### src/rtl/seq_signed_divider.sv
// rtl/seq_signed_divider.sv - iterative restoring signed divider (MIPS DIV semantics)
// Optional macro SEQ_DIVIDER_UNSIGNED_EN adds is_unsigned for DIVU support.
module seq_signed_divider #(
  parameter int WIDTH = 32,
  parameter int CNT_W = 6
) (
  input  logic             clk,
  input  logic             reset,
  input  logic             start,
`ifdef SEQ_DIVIDER_UNSIGNED_EN
  input  logic             is_unsigned,
`endif
  input  logic [WIDTH-1:0] dividend,
  input  logic [WIDTH-1:0] divisor,
  output logic [WIDTH-1:0] quotient,
  output logic [WIDTH-1:0] remainder,
  output logic             busy,
  output logic             done,
  output logic             dzero
);

  typedef enum logic [1:0] {IDLE, RUN, FIX, DONE} state_t;

  state_t           state, state_nx;
  logic [CNT_W-1:0] cnt, cnt_nx;
  logic [WIDTH-1:0] rem, rem_nx, quo, quo_nx, dvs, dvs_nx;
  logic [WIDTH-1:0] quotient_nx, remainder_nx;
  logic             sign_q, sign_q_nx, sign_r, sign_r_nx;
  logic             busy_nx, done_nx, dzero_nx;
  logic             uns;
  logic [WIDTH-1:0] abs_a, abs_b;
  logic [WIDTH:0]   shifted, trial;

`ifdef SEQ_DIVIDER_UNSIGNED_EN
  assign uns = is_unsigned;
`else
  assign uns = 1'b0;
`endif

  // Magnitudes wrap naturally: the most negative value maps onto itself as unsigned.
  assign abs_a   = (!uns && dividend[WIDTH-1]) ? -dividend : dividend;
  assign abs_b   = (!uns && divisor[WIDTH-1])  ? -divisor  : divisor;
  assign shifted = {rem, quo[WIDTH-1]};
  assign trial   = shifted - {1'b0, dvs};

  always_ff @(posedge clk or negedge reset) begin
    if (!reset) begin
      state     <= IDLE;
      cnt       <= '0;
      rem       <= '0;
      quo       <= '0;
      dvs       <= '0;
      sign_q    <= 1'b0;
      sign_r    <= 1'b0;
      quotient  <= '0;
      remainder <= '0;
      busy      <= 1'b0;
      done      <= 1'b0;
      dzero     <= 1'b0;
    end else begin
      state     <= state_nx;
      cnt       <= cnt_nx;
      rem       <= rem_nx;
      quo       <= quo_nx;
      dvs       <= dvs_nx;
      sign_q    <= sign_q_nx;
      sign_r    <= sign_r_nx;
      quotient  <= quotient_nx;
      remainder <= remainder_nx;
      busy      <= busy_nx;
      done      <= done_nx;
      dzero     <= dzero_nx;
    end
  end

  always_comb begin
    state_nx     = state;
    cnt_nx       = cnt;
    rem_nx       = rem;
    quo_nx       = quo;
    dvs_nx       = dvs;
    sign_q_nx    = sign_q;
    sign_r_nx    = sign_r;
    quotient_nx  = quotient;
    remainder_nx = remainder;
    busy_nx      = busy;
    done_nx      = 1'b0;
    dzero_nx     = dzero;
    case (state)
      IDLE: begin
        if (start) begin
          if (divisor == '0) begin
            dzero_nx = 1'b1;
            done_nx  = 1'b1;
          end else begin
            dzero_nx  = 1'b0;
            sign_q_nx = !uns && (dividend[WIDTH-1] ^ divisor[WIDTH-1]);
            sign_r_nx = !uns && dividend[WIDTH-1];
            quo_nx    = abs_a;
            dvs_nx    = abs_b;
            rem_nx    = '0;
            cnt_nx    = '0;
            busy_nx   = 1'b1;
            state_nx  = RUN;
          end
        end
      end
      RUN: begin
        // A negative trial implies shifted < dvs, so its top bit is already zero.
        if (!trial[WIDTH]) begin
          rem_nx = trial[WIDTH-1:0];
          quo_nx = {quo[WIDTH-2:0], 1'b1};
        end else begin
          rem_nx = shifted[WIDTH-1:0];
          quo_nx = {quo[WIDTH-2:0], 1'b0};
        end
        cnt_nx = cnt + CNT_W'(1);
        if (cnt == CNT_W'(WIDTH - 1)) state_nx = FIX;
      end
      FIX: begin
        quotient_nx  = sign_q ? -quo : quo;
        remainder_nx = sign_r ? -rem : rem;
        done_nx      = 1'b1;
        busy_nx      = 1'b0;
        state_nx     = DONE;
      end
      DONE: state_nx = IDLE;
      default: state_nx = IDLE;
    endcase
  end

endmodule

### config.mk
export PLATFORM = sky130hd
export DESIGN_NAME = seq_signed_divider
export DESIGN_NICKNAME = d
export VERILOG_FILES = /design/src/rtl/seq_signed_divider.sv
export SDC_FILE = /design/constraint.sdc
export NUM_CORES = 1
export LEC_CHECK = 0
export BUFFER_PORTS_ARGS = -buffer_cell sky130_fd_sc_hd__buf_2
export CORE_ASPECT_RATIO = 2
export CORE_MARGIN = 5
export CORE_UTILIZATION = 35
export CTS_BUF_LIST = sky130_fd_sc_hd__clkbuf_4
export CTS_CLUSTER_SIZE = 20
export DETAILED_ROUTE_END_ITERATION = 6
export SLEW_MARGIN = 10
export SYNTH_ARGS = -nofsm -noshare
export SYNTH_HDL_FRONTEND = slang
export SYNTH_SLANG_ARGS = --single-unit
### constraint.sdc
create_clock -name clk -period 4.1 [get_ports clk]
set_clock_uncertainty 0.1 [all_clocks]
set_input_delay 0.205 -clock clk [delete_from_list [all_inputs] [get_ports clk]]
set_output_delay 0.205 -clock clk [all_outputs]
set_load 0.02 [all_outputs]
==> flow_summary.json, run 1 <==
{
  "status": "completed",
  "routed_via_density": 5.24,
  "vias": 9844,
  "area_delta_synth_final_pct": 21.4,
  "fmax_mhz": 276,
  "met3WireLength_um": 1030,
  "startpoint_type": "input port",
  "synth_top_area_share_pct": 38.8,
  "drtPass1Iterations": 6,
  "finalCoreUtilization_pct": 42.9,
  "drt-total-wl_um": 30500,
  "grt_pass1_wl_um": 49900,
  "dr_wl_met2_um": 17000,
  "grt_usage_pct": 17.2,
  "htree_num_levels": 4,
  "routabilityCongestion": 0.839,
  "clk_pin_slew_ns": 0.14,
  "drt_iter0_markers": 604,
  "start_util_pct": 35.3,
  "insertion_delay_ns": 0.60,
  "tns_ns": 0,
  "rsz0062_at_grt": "false",
  "seq_area_frac_synth_pct": 38.8,
  "syn_nets": 1354,
  "root_buffer": "clkbuf_4",
  "rows": 92,
  "setup-violations-final": 0,
  "cts_tree": "built",
  "dpl.hpwl_um": 23300,
  "drv_cap": 0,
  "drt-met1-wl_um": 11600,
  "arrival_ns": 4.03,
  "synthTopCellsByArea": "dfrtp_1 (39%), xor2_1 (7.1%), o21ai_0 (4.7%), ha_1 (4.5%), xnor2_1 (4.3%)",
  "crit_fanout": 5,
  "routed.top_layer": "met4",
  "tightest_slew_ns": 0.981,
  "finalCritPeriodShare_pct": 88.4,
  "slew_headroom_pct": 34.6,
  "async_flop_share_pct": 100,
  "cts_buffers": 17,
  "post-synth-top-count-cell": "dfrtp_1",
  "drive_above_1_share_pct": 15.8,
  "synth_warnings": 0,
  "fp.coreArea_um2": 31500,
  "synth_enable_flop_cells": 0,
  "synth-seq-cells": 173,
  "dp_slack_ns": 0.473,
  "overflow": 0,
  "endpoint_kind": "flop",
  "synth_common_cells": "dfrtp_1 (173), nand2_1 (118), o21ai_0 (104)",
  "synth_cells": 1246,
  "synth_cell_type_count": 73,
  "portBuffers": 133,
  "fin_ws_ns": 0.475,
  "powerDensity_nw_per_um2": 692,
  "clockBufferDepth": 2,
  "cts_sinks": 173,
  "leakage_nw": 6.32,
  "io_pins": 134,
  "min_period_ns": 3.63,
  "antenna_found_initial": 1,
  "hold-worst-slack_ns": 0.0746,
  "crit_type": "input port to flop",
  "layout.nets": 1551,
  "ant_nets": 0,
  "grt_start_max_net_pins": 83,
  "vdd_drop_max_uv": 287,
  "die_h_um": 262,
  "synth_area_um2": 11100,
  "hold_class": "input port to flop",
  "hold_viol_final": 0,
  "fp.dieW_um": 136,
  "cp.required_ns": 4.50,
  "synth_top_area_cell": "dfrtp_1",
  "cts_resized": 0,
  "dieArea_um2": 35700,
  "avgSynthCellArea_um2": 8.95,
  "slew_violations": 0,
  "synth_ff_type": "dfrtp_1",
  "drc_errors": 0,
  "wl_per_cell_um": 16.2,
  "grt_pass1_vias": 9899
}
[worst max-delay path, stage by stage]
cell	delay, ns
dlygate4sd3_1	0.54
buf_2	0.13
or3_1	0.38
or2_2	0.31
or4_1	0.59
or3_1	0.44
o41ai_1	0.38
xnor2_1	0.10
dlygate4sd3_1	0.56
a222oi_1	0.31
inv_1	0.08
[flip-flops by register name, summed over array words and instances, names as in the netlist]
signal,cells
dvs,32
quo,32
quotient,32
rem,32
remainder,32
cnt,6
state,2
busy,1
done,1
dzero,1
sign_q,1
sign_r,1
[path summary, 6_finish.rpt]
| kind | start | end | slack, ns | depth (start not counted) |
|---|---|---|---|---|
| max | dividend[12] | quo[29] | 0.47 | 11 |
| min | divisor[31] | dvs[31] | 0.07 | 4 |
| max reg2reg | quo[31] | rem[2] | 0.48 | 14 |
| min reg2reg | dvs[25] | dvs[25] | 0.39 | 2 |
| max in group asynchronous | reset | state[0] | 2.78 | 3 |
| min in group asynchronous | reset | dvs[25] | 0.09 | 2 |
[placed cells by master (no fill, tap or decap), drive strengths merged, types with 18 or more instances in the layout]
master       count
dfrtp          173
buf            157
nand2          118
o21ai          106
a21oi           92
nor2            92
xor2            90
dlygate4sd3     87
inv             82
xnor2           55
ha              40
o31ai           33
mux2i           27
a222oi          25
clkbuf          20
o41ai           20
or4             20
or3             20
nand3           18
[area by class of cell]
| type | count | area (µm²) |
|---|---|---|
| diodes | 1 | 2.50 |
| clock buffers | 20 | 150 |
| clock inverters | 12 | 170 |
| fillers | 3175 | 18000 |
| inverters | 82 | 308 |
| multi-input cells | 925 | 6290 |
| flip-flops and latches | 173 | 4330 |
| well taps | 423 | 529 |
| repair buffers | 244 | 1760 |
[what timing repair did]
action / 4_1_cts / 5_1_grt
buffers inserted: 0 / 0
hold buffers: 87 / 0
hold endpoints to repair: 147 / 0
[per-stage QoR]
stage	cell area, µm²	std cells	total power [mW]
after global placement	12300	1760	8.19
final	13500	1880	9.37
after detailed placement	12300	1760	8.28
after global routing	13500	1880	10.2
after floorplan	11100	1246	6.67
after CTS	13500	1879	9.48
[power breakdown]
group,total [mW],internal (mW),switching [mW]
sequential,3.07,2.40,0.663
combinational,5.20,2.11,3.09
clock,1.10,0.499,0.605
total,9.37,5.01,4.36
[cell families (layout without fill, tap and decap cells)]
group	Yosys count	in the layout	synth area share, %
mux	42	42	3.94
xor+xnor	145	145	11.4
other cells	0	1	0
buf+inv	148	358	5.14
fa+ha+maj	41	41	4.67
flops	173	173	38.8
simple gates	348	348	15.5
compound gates	349	349	20.6
[per-layer routing]
metal / global-route usage, % / vias up
li1: - / 4852
met1: 18.7 / 4700
met2: 33.0 / 249
met3: 2.09 / 43
met4: 6.54 / 0
met5: 0 / -
(Power assumes the default switching activity.)
==> inputs of run 2 (changes only) <==
--- a/config.mk
+++ b/config.mk
@@ -8,7 +8,7 @@
 export BUFFER_PORTS_ARGS = -buffer_cell sky130_fd_sc_hd__buf_2
 export CORE_ASPECT_RATIO = 2
 export CORE_MARGIN = 5
-export CORE_UTILIZATION = 35
+export CORE_UTILIZATION = 27
 export CTS_BUF_LIST = sky130_fd_sc_hd__clkbuf_4
 export CTS_CLUSTER_SIZE = 20
 export DETAILED_ROUTE_END_ITERATION = 6
==> run 2 against run 1 <==
The run now ends with design-rule violations left. Maximum frequency is 0.77% lower. Critical path depth is 3 higher. Count of clock-buffer cells in the layout stayed put. Combinational power is 1% higher. Final area is 1.4% higher. Clock power hardly changed. Sequential share of layout area is 0.43 points lower. Total power is 0.31% higher. Routed wire length is 5.1% higher. Global-route usage is 3.4 points lower. Non-clock buffer count is 2 higher.
==> flow_summary.json, run 2 (synthesis gave the netlist of run 1 again) <==
{
  "finalCritPeriodShare_pct": 89.1,
  "multi_input_area_um2": 6290,
  "grt_pass1_wl_um": 51100,
  "violations": "design-rule violations",
  "drt_iter0_markers": 528,
  "fp.dieW_um": 154,
  "overflow": 0,
  "wl_per_cell_um": 16.1,
  "hold-worst-slack_ns": 0.0545,
  "layout.nets": 1553,
  "final_cell_mix": "dfrtp_1 (173), buf_2 (132), nand2_1 (118), o21ai_0 (104), a21oi_1 (92)",
  "dieArea_um2": 45700,
  "tns_ns": 0,
  "cts_buffers": 17,
  "drc_errors": 6,
  "rsz0062_at_grt": "false",
  "min_period_ns": 3.65,
  "cts_tree": "built",
  "power.total_mw": 9.40,
  "hold_class": "input port to asynchronous set/reset pin",
  "crit_fanout": 26,
  "insertion_delay_ns": 0.61,
  "leakage_nw": 6.35,
  "dpl.hpwl_um": 24500,
  "slew_headroom_pct": 16.9,
  "portBuffers": 133,
  "hold_viol_final": 0,
  "grt_pass1_vias": 9635,
  "layout_commonest_cell": "dfrtp_1",
  "power_frac_comb_pct": 56.1,
  "cp.required_ns": 4.50,
  "endpoint_kind": "flop",
  "crit_type": "flop to flop",
  "p_sw_mw": 4.37,
  "ant_nets": 0,
  "setup-violations-final": 0,
  "routabilityCongestion": 0.885,
  "cts_sinks": 173,
  "p_clk_share_pct": 11.5,
  "fp.coreArea_um2": 41000,
  "clockBufferDepth": 2,
  "routed_via_density": 4.86,
  "startpoint_type": "flop",
  "die_h_um": 297,
  "drtPass1Iterations": 7,
  "met3WireLength_um": 1340,
  "post_cts_buffers": 0,
  "routed.top_layer": "met4",
  "drt-met1-wl_um": 12600,
  "vdd_drop_max_uv": 218,
  "switching_share_pct": 46.5,
  "slew_violations": 0,
  "tightest_slew_ns": 1.25,
  "powerDensity_nw_per_um2": 685,
  "fmax_mhz": 274,
  "drt-total-wl_um": 32100,
  "grt_usage_pct": 13.8,
  "arrival_ns": 4.05,
  "htree_num_levels": 4,
  "vias": 9679,
  "grt_start_max_net_pins": 77,
  "io_pins": 134,
  "dr_wl_met2_um": 17400,
  "status": "complete, but fails checks",
  "root_buffer": "clkbuf_4",
  "seqCellArea_um2": 4330,
  "num-fill-cells": 4329,
  "clk_pin_slew_ns": 0.14,
  "power.internal_mw": 5.03,
  "area_delta_synth_final_pct": 23.1,
  "drive_above_1_share_pct": 15.7,
  "start_util_pct": 27.2,
  "antenna_found_initial": 2,
  "seqPwrFrac_pct": 32.4,
  "drv_cap": 0,
  "rows": 105
}
## run 2: changes by cell type in the layout (fill, tap and decap cells not counted)
cell           delta
buf_12            +4
buf_4             -3
clkinvlp_4        -2
clkinv_4          -1
diode_2           +1
dlygate4sd3_1     +1
## run 2: layout make-up
type                       instances  area share [%]
clock inverter                     9            1.07
tap                              535            4.88
inverter                          82            2.24
clock buffer                      20            1.09
antenna                            2          0.0365
multi-input combinational        925            45.8
timing repair buffer             246            13.3
sequential                       173            31.5
## run 2: what timing repair did
action / in CTS / in global routing
gates resized for setup: 0 / 0
hold endpoints to repair: 143 / 0
hold buffers: 88 / 0
## run 2: through the flow
step	util (%)	cell area, µm²	std cells	worst slack [ns]
after floorplan	-	11100	1246	0.677
after global placement	30.6	12500	1873	0.493
after detailed placement	30.6	12500	1873	0.447
after CTS	33.5	13700	1990	0.438
after global routing	33.5	13700	1992	0.231
final	33.5	13700	1992	0.447
## run 2: path summary, 6_finish.rpt
check / from / endpoint / slack (ns) / cells past startpoint
max reg2reg: quo[31] / rem[9] / 0.45 / 14
max: quo[31] / rem[9] / 0.45 / 14
max in group asynchronous: reset / dvs[25] / 2.87 / 3
min: reset / remainder[1] / 0.05 / 2
min in group clk: dividend[31] / sign_q / 0.11 / 3
min reg2reg: dvs[21] / dvs[21] / 0.39 / 2
## run 2: critical path, cell delays in order (launching register included)
cell and delay (ns):
dfrtp_1 0.39, inv_1 0.07, ha_1 0.23, fa_1 0.40
nand2b_1 0.20, a21o_1 0.18, a211oi_1 0.27, buf_4 0.20
o2111ai_1 0.12, o211ai_1 0.16, o211ai_1 0.16, a311oi_4 0.37
buf_12 0.25, mux2i_1 0.30, o21ai_0 0.11
## run 2: power by group through the flow
stage | Combinational [mW] | Sequential, mW | Clock (mW)
2_1_floorplan | 3.38 | 3.29 | 0
3_3_place_gp | 5.18 | 3.06 | 0
3_5_place_dp | 5.25 | 3.09 | 0
4_1_cts | 5.35 | 3.05 | 1.14
5_1_grt | 5.87 | 3.15 | 1.21
6_report | 5.27 | 3.04 | 1.08
## run 2: metal layers
metal | GRT usage (%) | vias up
li1 | - | 4852
met1 | 15.3 | 4575
met2 | 26.3 | 214
met3 | 2.01 | 38
met4 | 4.88 | 0
met5 | 0 | -
